<file path="src/rtl/subtractor9_pipe.sv">
// Two-stage 8-bit subtractor (a + ~b + 1) with a valid/ready handshake and Kogge-Stone carries.
// Build option: define SUB9_SATURATE_EN to clamp diff to 0x00 whenever borrow_out is set.
module subtractor9_pipe #(
    parameter int unsigned WIDTH = 8
) (
    input  logic             wb_clk_i,
    input  logic             wb_rst_i,
    input  logic             in_valid,
    output logic             in_ready,
    input  logic [WIDTH-1:0] a_in,
    input  logic [WIDTH-1:0] b_in,
    output logic             out_valid,
    input  logic             out_ready,
    output logic [WIDTH-1:0] diff,
    output logic             borrow_out
);

    logic             s1_valid;
    logic             s2_valid;
    logic             s1_adv;
    logic             s2_adv;

    logic [WIDTH-1:0] bit_g;
    logic [WIDTH-1:0] bit_p;
    logic [1:0]       grp_g;
    logic [1:0]       grp_p;

    // Group index 0 covers bits 3:0, index 1 covers bits 7:4.
    logic [WIDTH-1:0] s1_g;
    logic [WIDTH-1:0] s1_p;
    logic [1:0]       s1_grp_g;
    logic [1:0]       s1_grp_p;

    logic [WIDTH:0]   carry;
    logic [WIDTH-1:0] raw_diff;
    logic [WIDTH-1:0] next_diff;
    logic             next_borrow;

    assign s2_adv    = !s2_valid || out_ready;
    assign s1_adv    = !s1_valid || s2_adv;
    assign in_ready  = s1_adv;
    assign out_valid = s2_valid;

    // Stage 1: bitwise generate/propagate of a + ~b, then a 2-level prefix per nibble.
    always_comb begin
        logic [3:0] kg;
        logic [3:0] kp;
        kg    = '0;
        kp    = '0;
        bit_g = a_in & ~b_in;
        bit_p = a_in ^ ~b_in;
        grp_g = '0;
        grp_p = '0;
        for (int n = 0; n < 2; n++) begin
            kg = bit_g[4*n +: 4];
            kp = bit_p[4*n +: 4];
            for (int d = 1; d < 4; d = d * 2) begin
                for (int i = 3; i >= d; i--) begin
                    kg[i] = kg[i] | (kp[i] & kg[i-d]);
                    kp[i] = kp[i] & kp[i-d];
                end
            end
            grp_g[n] = kg[3];
            grp_p[n] = kp[3];
        end
    end

    // Stage 2: intra-nibble prefixes for the low three bits, group terms bridge the nibbles.
    always_comb begin
        logic [2:0] kg;
        logic [2:0] kp;
        kg       = '0;
        kp       = '0;
        carry    = '0;
        carry[0] = 1'b1;
        for (int n = 0; n < 2; n++) begin
            kg = s1_g[4*n +: 3];
            kp = s1_p[4*n +: 3];
            for (int d = 1; d < 3; d = d * 2) begin
                for (int i = 2; i >= d; i--) begin
                    kg[i] = kg[i] | (kp[i] & kg[i-d]);
                    kp[i] = kp[i] & kp[i-d];
                end
            end
            for (int i = 0; i < 3; i++) begin
                carry[4*n+i+1] = kg[i] | (kp[i] & carry[4*n]);
            end
            carry[4*n+4] = s1_grp_g[n] | (s1_grp_p[n] & carry[4*n]);
        end
        raw_diff    = s1_p ^ carry[WIDTH-1:0];
        next_borrow = ~carry[WIDTH];
`ifdef SUB9_SATURATE_EN
        next_diff   = next_borrow ? '0 : raw_diff;
`else
        next_diff   = raw_diff;
`endif
    end

    // Top-of-nibble generates only matter through the registered group terms.
    logic unused_top_g;
    assign unused_top_g = s1_g[3] ^ s1_g[7];

    always_ff @(posedge wb_clk_i) begin
        if (wb_rst_i) begin
            s1_valid   <= 1'b0;
            s1_g       <= '0;
            s1_p       <= '0;
            s1_grp_g   <= '0;
            s1_grp_p   <= '0;
            s2_valid   <= 1'b0;
            diff       <= '0;
            borrow_out <= 1'b0;
        end else begin
            if (s1_adv) begin
                s1_valid <= in_valid;
                if (in_valid) begin
                    s1_g     <= bit_g;
                    s1_p     <= bit_p;
                    s1_grp_g <= grp_g;
                    s1_grp_p <= grp_p;
                end
            end
            if (s2_adv) begin
                s2_valid <= s1_valid;
                if (s1_valid) begin
                    diff       <= next_diff;
                    borrow_out <= next_borrow;
                end
            end
        end
    end

`ifndef SYNTHESIS
    // A stalled result must stay put until the consumer takes it.
    stall_hold_a: assert property (@(posedge wb_clk_i) disable iff (wb_rst_i)
        (out_valid && !out_ready) |=> (out_valid && $stable(diff) && $stable(borrow_out)));
`endif

endmodule

</file>
<file path="config.mk">
export PLATFORM = sky130hd
export DESIGN_NAME = subtractor9_pipe
export DESIGN_NICKNAME = d
export VERILOG_FILES = /design/src/rtl/subtractor9_pipe.sv
export SDC_FILE = /design/constraint.sdc
export NUM_CORES = 1
export LEC_CHECK = 0
export ABC_AREA = 1
export CORE_AREA = 2 2 59 61
export CTS_CLUSTER_DIAMETER = 50
export DETAILED_ROUTE_END_ITERATION = 12
export DIE_AREA = 0 0 61 63
export DONT_BUFFER_PORTS = 1
export HOLD_SLACK_MARGIN = 0.1
export MAX_ROUTING_LAYER = met4
export PLACE_DENSITY_LB_ADDON = 0.05
export SYNTH_ARGS = -nofsm -noshare
export SYNTH_HDL_FRONTEND = slang
export SYNTH_SLANG_ARGS = --single-unit
</file>
<file path="constraint.sdc">
create_clock -name wb_clk_i -period 2.2 [get_ports wb_clk_i]
set_input_delay 0.22 -clock wb_clk_i [delete_from_list [all_inputs] [get_ports wb_clk_i]]
set_output_delay 0.22 -clock wb_clk_i [all_outputs]
set_load 0.01 [all_outputs]
</file>
==> qor_table.md <==
| Result | Value |
|:---|:---|
| Initial core utilization | 43.6% |
| Initial DRT Pass Iterations | 4 |
| Die Y-Extent | 63 um |
| Number of nets in the layout | 224 |
| Detailed-route via count | 1161 |
| Ranking of synthesized cells by area | sky130_fd_sc_hd__dfxtp_1 (41%), sky130_fd_sc_hd__nor2_1 (8.8%), sky130_fd_sc_hd__a21oi_1 (8.2%), sky130_fd_sc_hd__ha_1 (8.0%), sky130_fd_sc_hd__nand2_1 (6.9%) |
| Sequential share of power | 56.8% |
| Number of antenna diodes | 0 |
| Crit Reg-Reg Endpoint | s1_grp_g[0]$_SDFFE_PP0P_ |
| Drt total wl | 2.70 mm |
| Cell area after layout | 1470 um2 |
| Highest fanout seen on the critical path | 25 |
| Clock tree from TritonCTS | done |
| Setup Buffers After CTS | 0 |
| Syn_nets | 222 |
| Global routing usage summed across all routing layers | 16.8% |
| Share of total power consumed by net switching | 29.0% |
| Classification of the worst setup path | reg -> reg |
| Depth of the worst register-to-register path | 5 |
| Achievable Freq | 0.739 GHz |
| Post-synth top area share | 41.2% |
| RSZ-0062 raised after global routing | false |
| Most used standard cells in the synthesized netlist | sky130_fd_sc_hd__nor2_1 (33), sky130_fd_sc_hd__dfxtp_1 (29), sky130_fd_sc_hd__nand2_1 (26), sky130_fd_sc_hd__inv_1 (25), sky130_fd_sc_hd__a21oi_1 (23) |
| Type of origin of the critical path | flip-flop |
| Total leakage power | 0.681 nW |
| Leading area contributor after synthesis | sky130_fd_sc_hd__dfxtp_1 |
| Final hold violations | 0 |
| Global placement routability congestion | 0.821 |
| Metal1 wirelength | 1.39 mm |
| Worst Skew | 0.00412 ns |
| Clock net sink count | 29 |
| Number of library cell types mapped by synthesis | 18 |
| Number of global-route vias before repair | 1076 |
| Met2 routed WL | 1.13 mm |
| Transition time at the pin with the least slew margin | 0.472 ns |
| H-tree lvl count | 2 |
| Post-layout min period | 1.35 ns |
| Synth Register Bits | 29 |
| Destination of the critical timing path | s1_grp_g[0]$_SDFFE_PP0P_ |
| Slack of the worst reg-to-reg path | 0.85 ns |
| Main flop type after synthesis | sky130_fd_sc_hd__dfxtp_1 |
| Power spent charging and discharging nets | 305 uW |
| Share of synthesized registers carrying an async set or reset | 0% |
| Register clock-pin slew on the reported worst setup and hold paths | 0.09 ns |
| Wire length of the first global-routing pass | 4.62 mm |
| Proportion of layout cells with a drive suffix above 1 | 5.10% |
| Core Rows | 21 |
| DRC Markers | 0 |
| Input/output buffers | 0 |
| Avg Cell Area, Syn | 7.29 um2 |
| Via density | 4.80 |
| Die Width | 61 um |
| Remaining number of nets flagged by the antenna check after routing | 0 |
| Relative slew margins | 68.5% |
| Instance area after placement | 1410 um2 |
| HPWL reported at the end of detailed placement | 2.00 mm |
| Final max-slew violation count | 0 |
| Proportion of synthesized chip area in sequential cells | 41.2% |
| Total of max-cap violations | 0 |
| Buffer depth of the longest clock path | 2 |
| Area growth from synthesis to layout | 4.44% |
| Combined area of all synthesized cells | 1410 um2 |
| Type of the worst min-delay path | in -> reg |
| Power density cells | 715 nW/um2 |
| Data arrival, critical path | 1.58 ns |
| Wire length on met3 | 116 um |
| Cell with the most instances after synthesis | sky130_fd_sc_hd__nor2_1 |
| Highest signal layer in the routed design | met4 |
| PostCTS Resize Cnt | 0 |
| First-iteration detailed-routing DRC count | 43 |
| Cts bufs inserted | 5 |
| Launch point of the worst path | out_valid$_SDFFE_PP0P_ |
| Root cell of the clock tree | sky130_fd_sc_hd__clkbuf_4 |
| Maximum number of pins on one net before global-route repair | 26 |
| Total power consumption of the routed design | 1.05 mW |
| Clock share of power | 29.2% |
| Share of the clock period used by the worst path after layout | 61.5% |
| Wire length per cell after detailed routing | 11.2 um |
| Post-synthesis cell count | 193 |
| Initial antenna violation count | 0 |
| Power share of the combinational group | 14.0% |
| Number of synthesized flops with an enable pin | 0 |
| Largest vdd supply drop | 0.410 mV |
| Number of cells on the worst hold path | 3 |
| Result of the run | completed |
| Aggregate negative setup slack | 0 ns |
| Final setup vio count | 0 |
| CP required | 2.43 ns |
| Die outline area | 3840 um2 |
| Worst-Skew Late Latency | 0.32 ns |
| I/O Pins | 31 |
| Internal power consumption | 746 uW |
| Count of yosys warnings during synthesis | 0 |
| Area of the core region | 3230 um2 |
| Overflow after GRT | 0 |
| Critical R2R Launch | out_valid$_SDFFE_PP0P_ |
| Nature of the critical path endpoint | flip-flop |
[layer usage]
metal	vias up	global-route usage, %
li1	625	-
met1	497	21.9
met2	32	22.8
met3	7	5.18
met4	0	8.97
met5	-	-
[cells in the final DEF, fill, tap and decap left out, types with 2 or more instances in the layout]
master / Yosys / final
sky130_fd_sc_hd__a21oi_1: 23 / 23
sky130_fd_sc_hd__clkbuf_4: 0 / 5
sky130_fd_sc_hd__nor2_1: 33 / 33
sky130_fd_sc_hd__nand4_1: 2 / 2
sky130_fd_sc_hd__clkbuf_1: 1 / 3
sky130_fd_sc_hd__dfxtp_1: 29 / 29
sky130_fd_sc_hd__o21ai_0: 18 / 18
sky130_fd_sc_hd__ha_1: 9 / 9
sky130_fd_sc_hd__inv_1: 25 / 25
sky130_fd_sc_hd__nand2_1: 26 / 26
sky130_fd_sc_hd__xor2_1: 2 / 2
sky130_fd_sc_hd__o21ai_1: 4 / 4
sky130_fd_sc_hd__nand3_1: 11 / 11
sky130_fd_sc_hd__inv_2: 2 / 2
[timing repair]
action	CTS	global route
hold buffers	1	0
endpoints found under the hold margin	10	0
setup endpoints to repair	0	0
[kinds of logic (layout without fill, tap and decap cells)]
kind of cell	Yosys count	count (layout)	synth area share [%]
fa+ha+maj	9	9	8.00
xor+xnor	2	2	1.24
compound gates	45	45	16.0
flops	29	29	41.2
simple gates	75	75	22.5
buf+inv	33	36	11.0
[stage by stage]
stage               std cells  utilization, %  setup slack, ns  hold WS (ns)
finish                    242            45.5            0.846         0.126
floorplan                 193               -             1.11         0.443
CTS                       242            45.5            0.823         0.110
global placement          233            43.7            0.872         0.291
detailed placement        233            43.7            0.835         0.292
global route              242            45.5            0.672         0.136
[worst min path at each step]
stage,startpoint,to,slack (ns)
finish,out_ready,out_valid$_SDFFE_PP0P_,0.13
global route,out_ready,out_valid$_SDFFE_PP0P_,0.14
CTS,out_ready,out_valid$_SDFFE_PP0P_,0.11
detailed placement,wb_rst_i,out_valid$_SDFFE_PP0P_,0.29
global placement,wb_rst_i,out_valid$_SDFFE_PP0P_,0.29
floorplan,s1_grp_p[0]$_SDFFE_PP0P_,s1_grp_p[0]$_SDFFE_PP0P_,0.44
[power by group through the flow]
stage          clock, mW  sequential [mW]  combinational, mW
3_5_place_dp           0            0.610              0.143
5_1_grt            0.347            0.603              0.177
4_1_cts            0.322            0.598              0.149
6_report           0.307            0.597              0.147
2_1_floorplan          0            0.602              0.130
3_3_place_gp           0            0.609              0.142
[flip-flops by register name (all words and copies together) (netlist names)]
signal / count
borrow_out: 1
diff: 8
out_valid: 1
s1_g: 6
s1_grp_g: 2
s1_grp_p: 2
s1_p: 8
s1_valid: 1
[final cells by class]
cell class | instances | area [um2]
Fill cell | 381 | 1760
Timing Repair Buffer | 1 | 10.0
Inverter | 27 | 101
Tap cell | 46 | 57.6
Sequential cell | 29 | 581
Multi-Input combinational cell | 131 | 672
Clock buffer | 8 | 48.8
[critical path, stage by stage, from the launching register on]
cell	delay, ns
sky130_fd_sc_hd__dfxtp_1	0.42
sky130_fd_sc_hd__nand3_2	0.19
sky130_fd_sc_hd__nand2_4	0.25
sky130_fd_sc_hd__inv_2	0.15
sky130_fd_sc_hd__o21ai_0	0.17
sky130_fd_sc_hd__nor2_1	0.07
Note: power is estimated with default switching activity, not from simulation.
